### config.mk
export PLATFORM = sky130hd
export DESIGN_NAME = fp_round32_pipe
export DESIGN_NICKNAME = d
export VERILOG_FILES = /design/src/rtl/fp_round32_pipe.sv
export SDC_FILE = /design/constraint.sdc
export NUM_CORES = 1
export LEC_CHECK = 0
export ABC_AREA = 0
export CORE_UTILIZATION = 57
export CTS_CLUSTER_DIAMETER = 200
export DETAILED_ROUTE_END_ITERATION = 6
export MAX_ROUTING_LAYER = met4
export PLACE_DENSITY = 0.85
export SETUP_SLACK_MARGIN = 0.2
export SLEW_MARGIN = 20
export SYNTH_ARGS = -nofsm -noshare
export SYNTH_HDL_FRONTEND = slang
export SYNTH_SLANG_ARGS = --single-unit
### constraint.sdc
create_clock -name clk -period 4.05 [get_ports clk]
set_clock_uncertainty 0.2 [all_clocks]
set_input_delay 1.0125 -clock clk [delete_from_list [all_inputs] [get_ports clk]]
set_output_delay 1.0125 -clock clk [all_outputs]
set_load 0.05 [all_outputs]
### src/rtl/fp_round32_pipe.sv
// fp32 rounding stage: three-deep elastic valid/ready pipeline with clock enable.
// Build option: define FP_ROUND_RMM_EN for round-to-nearest-ties-away on rm=4 (otherwise rm=4 rounds as RNE).
module fp_round32_pipe #(
  parameter int PIPE_DEP = 3
) (
  input  logic        clk,
  input  logic        rst,
  input  logic        ce,
  input  logic [2:0]  rm,
  input  logic        in_valid,
  output logic        in_ready,
  input  logic        sign_i,
  input  logic [7:0]  exp_i,
  input  logic [26:0] sig_i,
  input  logic        under_i,
  input  logic        inexact_i,
  output logic        out_valid,
  input  logic        out_ready,
  output logic [31:0] o,
  output logic        overflow_o,
  output logic        underflow_o,
  output logic        inexact_o
);

  localparam logic [2:0] RM_RTZ = 3'd1;
  localparam logic [2:0] RM_RDN = 3'd2;
  localparam logic [2:0] RM_RUP = 3'd3;
`ifdef FP_ROUND_RMM_EN
  localparam logic [2:0] RM_RMM = 3'd4;
`endif

  generate
    if (PIPE_DEP != 3) begin : g_depth_check
      $error("fp_round32_pipe supports PIPE_DEP=3 only");
    end
  endgenerate

  // lgrs = {L, G, R, S}; unlisted modes (including 5-7) round to nearest even.
  function automatic logic round_inc(input logic [2:0] mode, input logic sign, input logic [3:0] lgrs);
    logic grs;
    grs = |lgrs[2:0];
    case (mode)
      RM_RTZ:  round_inc = 1'b0;
      RM_RDN:  round_inc = sign & grs;
      RM_RUP:  round_inc = ~sign & grs;
`ifdef FP_ROUND_RMM_EN
      RM_RMM:  round_inc = lgrs[2];
`endif
      default: round_inc = lgrs[2] & (lgrs[3] | lgrs[1] | lgrs[0]);
    endcase
  endfunction

  function automatic logic ovf_to_inf(input logic [2:0] mode, input logic sign);
    case (mode)
      RM_RTZ:  ovf_to_inf = 1'b0;
      RM_RDN:  ovf_to_inf = sign;
      RM_RUP:  ovf_to_inf = ~sign;
      default: ovf_to_inf = 1'b1;
    endcase
  endfunction

  logic        v1_q, v1_d, v2_q, v2_d, v3_q, v3_d;
  logic        s1_sign_q, s1_sign_d, s1_inc_q, s1_inc_d, s1_special_q, s1_special_d;
  logic        s1_tiny_q, s1_tiny_d, s1_inx_q, s1_inx_d, s1_oinf_q, s1_oinf_d;
  logic [7:0]  s1_exp_q, s1_exp_d;
  logic [22:0] s1_frac_q, s1_frac_d;
  logic        s2_sign_q, s2_sign_d, s2_ovf_q, s2_ovf_d, s2_special_q, s2_special_d;
  logic        s2_tiny_q, s2_tiny_d, s2_inx_q, s2_inx_d, s2_oinf_q, s2_oinf_d;
  logic [30:0] s2_sum_q, s2_sum_d;
  logic [31:0] o_q, o_d;
  logic        ovf_q, ovf_d, unf_q, unf_d, inx_q, inx_d;

  logic        load1_s, load2_s, load3_s, special_s;
  logic [30:0] sum_s;
  logic [31:0] res_o_s;
  logic        res_ovf_s, res_unf_s, res_inx_s;

  assign load3_s   = ce & (~v3_q | out_ready);
  assign load2_s   = ce & (~v2_q | load3_s);
  assign load1_s   = ce & (~v1_q | load2_s);
  assign in_ready  = load1_s;
  assign special_s = (exp_i == 8'hFF);
  // Specials never increment, so the sum's low bits still carry the NaN payload.
  assign sum_s     = {s1_exp_q, s1_frac_q} + {30'd0, s1_inc_q};

  always_comb begin
    res_o_s   = {s2_sign_q, s2_sum_q};
    res_ovf_s = 1'b0;
    res_unf_s = s2_tiny_q & s2_inx_q;
    res_inx_s = s2_inx_q;
    if (s2_special_q) begin
      res_unf_s = 1'b0;
      res_inx_s = 1'b0;
      if (s2_sum_q[22:0] != 23'd0) begin
        res_o_s = {s2_sign_q, 8'hFF, 1'b1, s2_sum_q[21:0]};
      end else begin
        res_o_s = {s2_sign_q, 8'hFF, 23'd0};
      end
    end else if (s2_ovf_q) begin
      res_ovf_s = 1'b1;
      res_unf_s = 1'b0;
      res_inx_s = 1'b1;
      if (s2_oinf_q) begin
        res_o_s = {s2_sign_q, 8'hFF, 23'd0};
      end else begin
        res_o_s = {s2_sign_q, 8'hFE, 23'h7FFFFF};
      end
    end else begin
      res_o_s = {s2_sign_q, s2_sum_q};
    end
  end

  always_comb begin
    v1_d = v1_q;  s1_sign_d = s1_sign_q;  s1_exp_d = s1_exp_q;  s1_frac_d = s1_frac_q;
    s1_inc_d = s1_inc_q;  s1_special_d = s1_special_q;  s1_tiny_d = s1_tiny_q;
    s1_inx_d = s1_inx_q;  s1_oinf_d = s1_oinf_q;
    v2_d = v2_q;  s2_sign_d = s2_sign_q;  s2_sum_d = s2_sum_q;  s2_ovf_d = s2_ovf_q;
    s2_special_d = s2_special_q;  s2_tiny_d = s2_tiny_q;  s2_inx_d = s2_inx_q;  s2_oinf_d = s2_oinf_q;
    v3_d = v3_q;  o_d = o_q;  ovf_d = ovf_q;  unf_d = unf_q;  inx_d = inx_q;

    if (load1_s) begin
      v1_d         = in_valid;
      s1_sign_d    = sign_i;
      s1_exp_d     = exp_i;
      s1_frac_d    = sig_i[25:3];
      s1_inc_d     = ~special_s & round_inc(rm, sign_i, sig_i[3:0]);
      s1_special_d = special_s;
      s1_tiny_d    = under_i | ((exp_i == 8'h00) & ~sig_i[26]);
      s1_inx_d     = (|sig_i[2:0]) | inexact_i;
      s1_oinf_d    = ovf_to_inf(rm, sign_i);
    end else begin
      v1_d = v1_q;
    end

    if (load2_s) begin
      v2_d         = v1_q;
      s2_sign_d    = s1_sign_q;
      s2_sum_d     = sum_s;
      s2_ovf_d     = ~s1_special_q & (sum_s[30:23] == 8'hFF);
      s2_special_d = s1_special_q;
      s2_tiny_d    = s1_tiny_q;
      s2_inx_d     = s1_inx_q;
      s2_oinf_d    = s1_oinf_q;
    end else begin
      v2_d = v2_q;
    end

    if (load3_s) begin
      v3_d = v2_q;
    end else begin
      v3_d = v3_q;
    end

    // Result registers only take real operations, so a drained output stays put.
    if (load3_s && v2_q) begin
      o_d   = res_o_s;
      ovf_d = res_ovf_s;
      unf_d = res_unf_s;
      inx_d = res_inx_s;
    end else begin
      o_d = o_q;
    end
  end

  always_ff @(posedge clk) begin
    if (rst) begin
      v1_q <= 1'b0;  s1_sign_q <= 1'b0;  s1_exp_q <= 8'h00;  s1_frac_q <= 23'd0;
      s1_inc_q <= 1'b0;  s1_special_q <= 1'b0;  s1_tiny_q <= 1'b0;  s1_inx_q <= 1'b0;
      s1_oinf_q <= 1'b0;
      v2_q <= 1'b0;  s2_sign_q <= 1'b0;  s2_sum_q <= 31'd0;  s2_ovf_q <= 1'b0;
      s2_special_q <= 1'b0;  s2_tiny_q <= 1'b0;  s2_inx_q <= 1'b0;  s2_oinf_q <= 1'b0;
      v3_q <= 1'b0;  o_q <= 32'd0;  ovf_q <= 1'b0;  unf_q <= 1'b0;  inx_q <= 1'b0;
    end else begin
      v1_q <= v1_d;  s1_sign_q <= s1_sign_d;  s1_exp_q <= s1_exp_d;  s1_frac_q <= s1_frac_d;
      s1_inc_q <= s1_inc_d;  s1_special_q <= s1_special_d;  s1_tiny_q <= s1_tiny_d;
      s1_inx_q <= s1_inx_d;  s1_oinf_q <= s1_oinf_d;
      v2_q <= v2_d;  s2_sign_q <= s2_sign_d;  s2_sum_q <= s2_sum_d;  s2_ovf_q <= s2_ovf_d;
      s2_special_q <= s2_special_d;  s2_tiny_q <= s2_tiny_d;  s2_inx_q <= s2_inx_d;
      s2_oinf_q <= s2_oinf_d;
      v3_q <= v3_d;  o_q <= o_d;  ovf_q <= ovf_d;  unf_q <= unf_d;  inx_q <= inx_d;
    end
  end

  assign out_valid   = v3_q;
  assign o           = o_q;
  assign overflow_o  = ovf_q;
  assign underflow_o = unf_q;
  assign inexact_o   = inx_q;

endmodule

==> metrics.md <==
| Metric | Value |
|---|---|
| Outcome | `completed` |
| GRT Util Overall | `25.5%` |
| DRC marker count from the first detailed-route iteration | `238` |
| Worst-Skew Late Latency | `370 ps` |
| Max-slew headroom | `47.2%` |
| Worst R2R Start | `s1_frac_q[8]$_SDFFE_PP0P_` |
| Worst-Margin Slew | `792 ps` |
| Reg clk slew, reported paths | `100 ps` |
| M1 GR Usage | `35.2%` |
| Cell depth of the worst flop-to-flop path | `5` |
| GPL Wtd Cong | `0.843` |
| MaxCap Viol Count | `0` |
| Unrepaired setup endpoints after global routing | `false` |
| Via Count | `4,371` |
| Most frequent cells in the layout | `112 x dfxtp_1, 109 x nand2_1, 80 x clkdlybuf4s50_1` |
| Tmin final | `3560 ps` |
| WHS Endpoint | `o[12]$_SDFFE_PP0P_` |
| DR vias/cell | `5.74` |
| Top FF cell, synth | `dfxtp_1` |
| Filler cells | `655` |
| # diodes | `0` |
| Final Setup Violations | `0` |
| Ports | `83` |
| Max Clk Rate | `0.281 GHz` |
| Worst Setup Start Kind | `input port` |
| Per-cell routed wire length | `13.7 µm` |
| Post-CTS setup buffer count | `0` |
| Vias in the first global route | `3,834` |
| Hold Fails Final Rpt | `0` |
| CP max stage cell | `clkdlybuf4s50_1` |
| Pin count of the biggest net entering global routing | `83` |
| Final Total Pwr | `2.18 mW` |
| CTS buffer count | `9` |
| Mapped Nets | `649` |
| CTS Hold Buffers Added | `0` |
| Post-Syn Area per Cell | `8.13 µm²` |
| Clock root cell | `clkbuf_8` |
| CP required | `2840 ps` |
| GRT Max-Usage Layer | `met2` |
| Final nets | `700` |
| FP Rows | `33` |
| WL final | `10,400 µm` |
| Fin crit share | `87.9%` |
| Horiz. Die Dim | `94.6 µm` |
| Sequential area share after synthesis | `45.9%` |
| Min-Delay Path Class | `reg -> reg` |
| Worst hold path cell count | `2` |
| DRC | `0` |
| Cell leakage power | `2.02 nW` |
| DPL Wire Length | `7390 µm` |
| Die Span Y | `94.6 µm` |
| Setup_tns | `0 ps` |
| Critical hold path startpoint | `o[12]$_SDFFE_PP0P_` |
| Reg2reg end | `s2_sum_q[28]$_SDFFE_PP0P_` |
| Syn Inst Count | `601` |
| Post-cts resize count | `0` |
| Number of flops mapped to enable cells by yosys | `0` |
| Crit. End Element | `primary output` |
| Worst VDD drop | `195 µV` |
| Drt pass-1 iters | `5` |
| Pwr Density | `367 mW/mm²` |
| First-pass GRT wire length | `17,700 µm` |
| Met2 usage | `38.4%` |
| CP peak stage delay | `410 ps` |
| Reg2reg setup slack | `1640 ps` |
| Async SR Flop Fraction | `0%` |
| Dpl ws | `493 ps` |
| Crit path DAT | `2350 ps` |
| Initial core utilization | `59.2%` |
| Clock Sinks | `112` |
| Met3 Usage GRT | `3.62%` |
| Die ar. | `0.00895 mm²` |
| Non-filler cells, final | `762` |
| Placed cell count | `746` |
| Most common cell after layout, fill and taps aside | `dfxtp_1` |
| Crit Path Category | `in -> out` |
| Critical path fanouts, max | `5` |
| Slew Limit Fails | `0` |
| Fin util | `72.0%` |
| GRT overflow | `0` |
| Netlist cell types | `47` |
| Post-Syn Area | `0.00489 mm²` |
| CTS tree | `yes` |
| Setup ws final | `492 ps` |
| IO Port Bufs | `82` |
| Area of the core | `0.00826 mm²` |
| Yosys warning total | `0` |
| Initial antenna violation count | `0` |
| H-Tree Depth | `3` |
| Area growth syn-to-layout | `21.6%` |
| Antenna Nets Post-Route | `0` |
| Bufs on Longest Clock Path | `2` |
| Flops & latches, synth | `112` |
| Share of layout cells above drive strength 1 | `5.94%` |
| Critical-path cell list | `clkdlybuf4s50_1 -> nand2b_1 -> o21a_2 -> o21ai_2 -> inv_1 -> buf_12` |
[Yosys cell counts, types with 2 or more instances]
cell type | instances | share of area (%)
a21oi_1 | 64 | 6.6
and4_1 | 3 | 0.54
buf_2 | 4 | 0.41
nor4_2 | 2 | 0.51
o211ai_1 | 15 | 2.3
nor4_4 | 2 | 0.87
a22oi_1 | 2 | 0.31
nand3_1 | 14 | 1.4
xor2_1 | 11 | 2.0
clkbuf_1 | 42 | 3.2
dfxtp_1 | 112 | 46
and3_1 | 2 | 0.26
ha_1 | 2 | 0.51
nand2b_1 | 2 | 0.26
a311oi_1 | 9 | 1.6
nand4_2 | 2 | 0.51
nor3_1 | 26 | 2.7
inv_1 | 8 | 0.61
or3_1 | 6 | 0.77
nor2b_1 | 3 | 0.38
nand4_1 | 15 | 1.9
nor2_1 | 60 | 4.6
o21ai_0 | 7 | 0.72
xnor2_1 | 15 | 2.7
a211oi_1 | 29 | 4.5
nor4b_1 | 3 | 0.54
nand2_1 | 109 | 8.4
nor4_1 | 13 | 1.7
[kinds of logic (layout without fill, tap and decap cells)]
group | after synthesis | after routing | synth area share, %
AND/OR/NAND/NOR | 269 | 269 | 26.7
AO/OA/AOI/OAI | 135 | 135 | 17.6
buffers and inverters | 57 | 113 | 4.71
XOR/XNOR | 26 | 26 | 4.66
adder cells (fa/ha/maj) | 2 | 2 | 0.512
flip-flops | 112 | 112 | 45.9
[through the flow]
stage / area [µm²] / hold WS, ps
after floorplan: 4890 / 232
after global placement: 5710 / 239
after detailed placement: 5710 / 245
after CTS: 5940 / 258
after global routing: 5940 / 265
final: 5940 / 253
[worst max-delay path, delay by kind of cell]
family | cells | cell delay, ps
buf+inv | 3 | 690
compound gates | 2 | 430
simple gates | 1 | 210
[where the power goes]
group          switching (mW)  total (mW)  internal [mW]
Clock                   0.372       0.760          0.388
Combinational           0.121       0.224          0.103
Sequential             0.0479        1.20           1.15
Total                   0.541        2.18           1.64
[registers in the layout, summed over array words and instances, names as in the netlist, 8 cells and up]
register,flops
o,32
s2_sum_q,31
s1_frac_q,23
s1_exp_q,8
[layer usage]
| layer | vias up | wire length (µm) |
|---|---|---|
| met5 | - | 0 |
| met4 | 0 | 167 |
| met3 | 17 | 543 |
| met2 | 139 | 4720 |
| met1 | 1985 | 5000 |
| li1 | 2230 | - |
[final cells by class]
type | instances | area [µm²] | area share [%]
Clock buffer | 11 | 151 | 2.55
Clock inverter | 5 | 86.3 | 1.45
Inverter | 8 | 30.0 | 0.505
Multi-Input combinational cell | 432 | 2420 | 40.7
Sequential cell | 112 | 2240 | 37.7
Tap cell | 105 | 131 | 2.21
Timing Repair Buffer | 89 | 881 | 14.8
[how the worst max path moves through the flow]
stage	from	endpoint	slack, ps	depth (start not counted)
floorplan	ce	in_ready	590	5
global route	out_ready	in_ready	400	6
finish	out_ready	in_ready	490	6
CTS	out_ready	in_ready	490	6
detailed placement	out_ready	in_ready	490	6
global placement	out_ready	in_ready	500	6
Note: power is estimated with default switching activity, not from simulation.
==> edit (same flow settings) <==
Build with the macro `FP_ROUND_RMM_EN` defined.
--- a/src/rtl/fp_round32_pipe.sv
+++ b/src/rtl/fp_round32_pipe.sv
@@ -1,4 +1,6 @@
 // fp32 rounding stage: three-deep elastic valid/ready pipeline with clock enable.
 // Build option: define FP_ROUND_RMM_EN for round-to-nearest-ties-away on rm=4 (otherwise rm=4 rounds as RNE).
+`define FP_ROUND_RMM_EN
+
 module fp_round32_pipe #(
   parameter int PIPE_DEP = 3
Behaviour: not the same (Yosys sat finds a counterexample within 4 cycles, from zero or initial values and one cycle with rst high).
==> edit against the original RTL <==
Area after synthesis shrank 0.77%. Hold slack gained 0.0035 ns. Design area shrank 1.5%. Routed wire length grew 4.6%. Worst setup slack gained 0.040 ns. Synthesized cell count grew 0.33%. Sequential cell count is the same. Power shrank 5.9%. Sequential power is essentially flat. Largest cell class unchanged.
==> edit: results (changes against the original RTL) <==
| Metric | Value |
|---|---|
| GR Layer Usage met1 | `37.6% (+2.4 points)` |
| IO Port Bufs | `82 (unchanged)` |
| Critical Path Fanout Max | `5 (unchanged)` |
| Drt pass-1 iters | `4 (-1)` |
| Critical R2R Capture | `s2_sum_q[24]$_SDFFE_PP0P_` |
| Syn_nets | `651 (+0.31%)` |
| Final WL | `10.9 mm (+4.6%)` |
| Antenna diodes | `0 (unchanged)` |
| Critical Path Max Stage Delay | `0.42 ns` |
| Initial DRC Count | `268 (+13%)` |
| First-pass GRT wire length | `18.0 mm (+1.4%)` |
| TritonCTS buffer count | `9 (unchanged)` |
| Run status | `complete, no violations` |
| Commonest cells post-synth | `dfxtp_1 (112), nand2_1 (103), nor2_1 (74), a21oi_1 (72), nor3_1 (48)` |
| Minimum clock period | `3.52 ns (-0.0397 ns)` |
| Yosys Warn Count | `0 (unchanged)` |
| Critical Path End | `in_ready` |
| Per-cell routed wire length | `14.2 um (+3.5%)` |
| Met2 usage | `38.6% (+0.22 points)` |
| Via density | `5.67 (-1.2%)` |
| GR Util met3 | `4.37% (+0.75 points)` |
| Number of cells on the worst hold path | `2 (unchanged)` |
| CTS H-Tree Depth | `3 (unchanged)` |
| Clock slew at reported path FFs | `0.10 ns (about the same)` |
| Sequential area share after synthesis | `46.2% (+0.35 points)` |
| DP Worst Slack | `0.544 ns (+0.0507 ns)` |
| Number of global-route vias before repair | `3741 (-2.4%)` |
| Final net count | `708 (+1.1%)` |
| Reg2Reg Depth | `7 (+2)` |
| Fillcell total | `663 (+1.2%)` |
| Rel. slew slack | `26.7% (-20 points)` |
| Distinct cells, synth | `47 (unchanged)` |
| Worst vdd ir | `0.220 mV (+13%)` |
| Sw frac | `27.5% (+2.7 points)` |
| Syn_area_per_cell | `8.04 um^2 (-1.1%)` |
| CP arrival | `2.31 ns (-0.04 ns)` |
| Ys flop type | `dfxtp_1` |
| Reg-to-reg critical path startpoint | `s1_inc_q$_SDFFE_PP0P_` |
| Cells after DPL | `754 (+1.1%)` |
| Flop2flop setup slack | `1.40 ns (-0.24 ns)` |
| Synth area leaders | `dfxtp_1 (46%), nand2_1 (8.0%), a21oi_1 (7.4%)` |
| GPL Wtd Cong | `0.925 (+9.7%)` |
| Largest net degree at the start of global routing | `114 (+37%)` |
| Post-DP HPWL | `7.84 mm (+6.0%)` |
| Leakage power | `0.00206 uW (+2.2%)` |
| Global Route Usage Sum | `26.5% (+1.0 points)` |
| Fraction of layout instances using a drive strength above 1 | `5.26% (-0.67 points)` |
[edit: cell count changes in the layout (fill, tap and decap cells not counted), moves of 4 or more]
cell      delta
a21oi_1      +8
a311oi_1     -7
and3_1       +4
inv_1        -4
nand2_1      -6
nand4_1      -5
nor2_1      +14
nor3_1      +21
nor4_1       -4
o211ai_1    -13
o21ai_0      -4
xor2_1       +7
[edit: cell families (layout without fill, tap and decap cells)]
family	count (synthesis)	after routing	share of synthesized area, %
xor gates and xnor gates	30	30	5.42
and+or+nand+nor	292	292	28.7
buffers and inverters	46	108	4.00
DFF	112	112	46.2
adders and majority gates	3	3	0.722
AOI/OAI and AO/OA	120	120	14.9
[edit: how the worst min path moves through the flow]
stage                                        start                        to  slack, ns
final                       s1_sign_q$_SDFFE_PP0P_    s2_sign_q$_SDFFE_PP0P_       0.26
after global routing         s1_inx_q$_SDFFE_PP0P_     s2_inx_q$_SDFFE_PP0P_       0.28
after CTS                    s1_inx_q$_SDFFE_PP0P_     s2_inx_q$_SDFFE_PP0P_       0.26
after detailed placement        o[31]$_SDFFE_PP0P_        o[31]$_SDFFE_PP0P_       0.25
after global placement    underflow_o$_SDFFE_PP0P_  underflow_o$_SDFFE_PP0P_       0.24
after floorplan             s1_sign_q$_SDFFE_PP0P_    s2_sign_q$_SDFFE_PP0P_       0.23
[edit: layer usage]
layer	vias to the layer above	wire length, um
met3	20	496
met5	-	0
met4	0	172
met1	1992	5320
met2	143	4920
li1	2208	-
[edit: layout make-up]
class / count / area share, %
inverters: 5 / 0.320
clock inverters: 5 / 0.726
repair buffers: 87 / 14.8
multi-input cells: 445 / 41.4
flip-flops and latches: 112 / 38.3
clock buffers: 11 / 2.24
well taps: 105 / 2.24
[edit: per-stage QoR]
step / utilization (%) / cell area, um^2
3_5_place_dp: 69.1 / 5680
2_1_floorplan: - / 4850
3_3_place_gp: 69.1 / 5680
4_1_cts: 71.2 / 5850
6_report: 71.3 / 5860
5_1_grt: 71.3 / 5860
[edit: worst min-delay path, delay by kind of cell (launching register included)]
family | cells | cell delay [ns]
DFF | 1 | 0.33
and+or+nand+nor | 1 | 0.05
AOI/OAI and AO/OA | 1 | 0.05
[edit: power by group through the flow]
stage | combinational, uW | clock, uW | sequential [uW]
2_1_floorplan | 130 | 0 | 1230
3_3_place_gp | 234 | 0 | 1220
3_5_place_dp | 241 | 0 | 1230
4_1_cts | 242 | 616 | 1200
5_1_grt | 266 | 662 | 1210
6_report | 242 | 609 | 1200
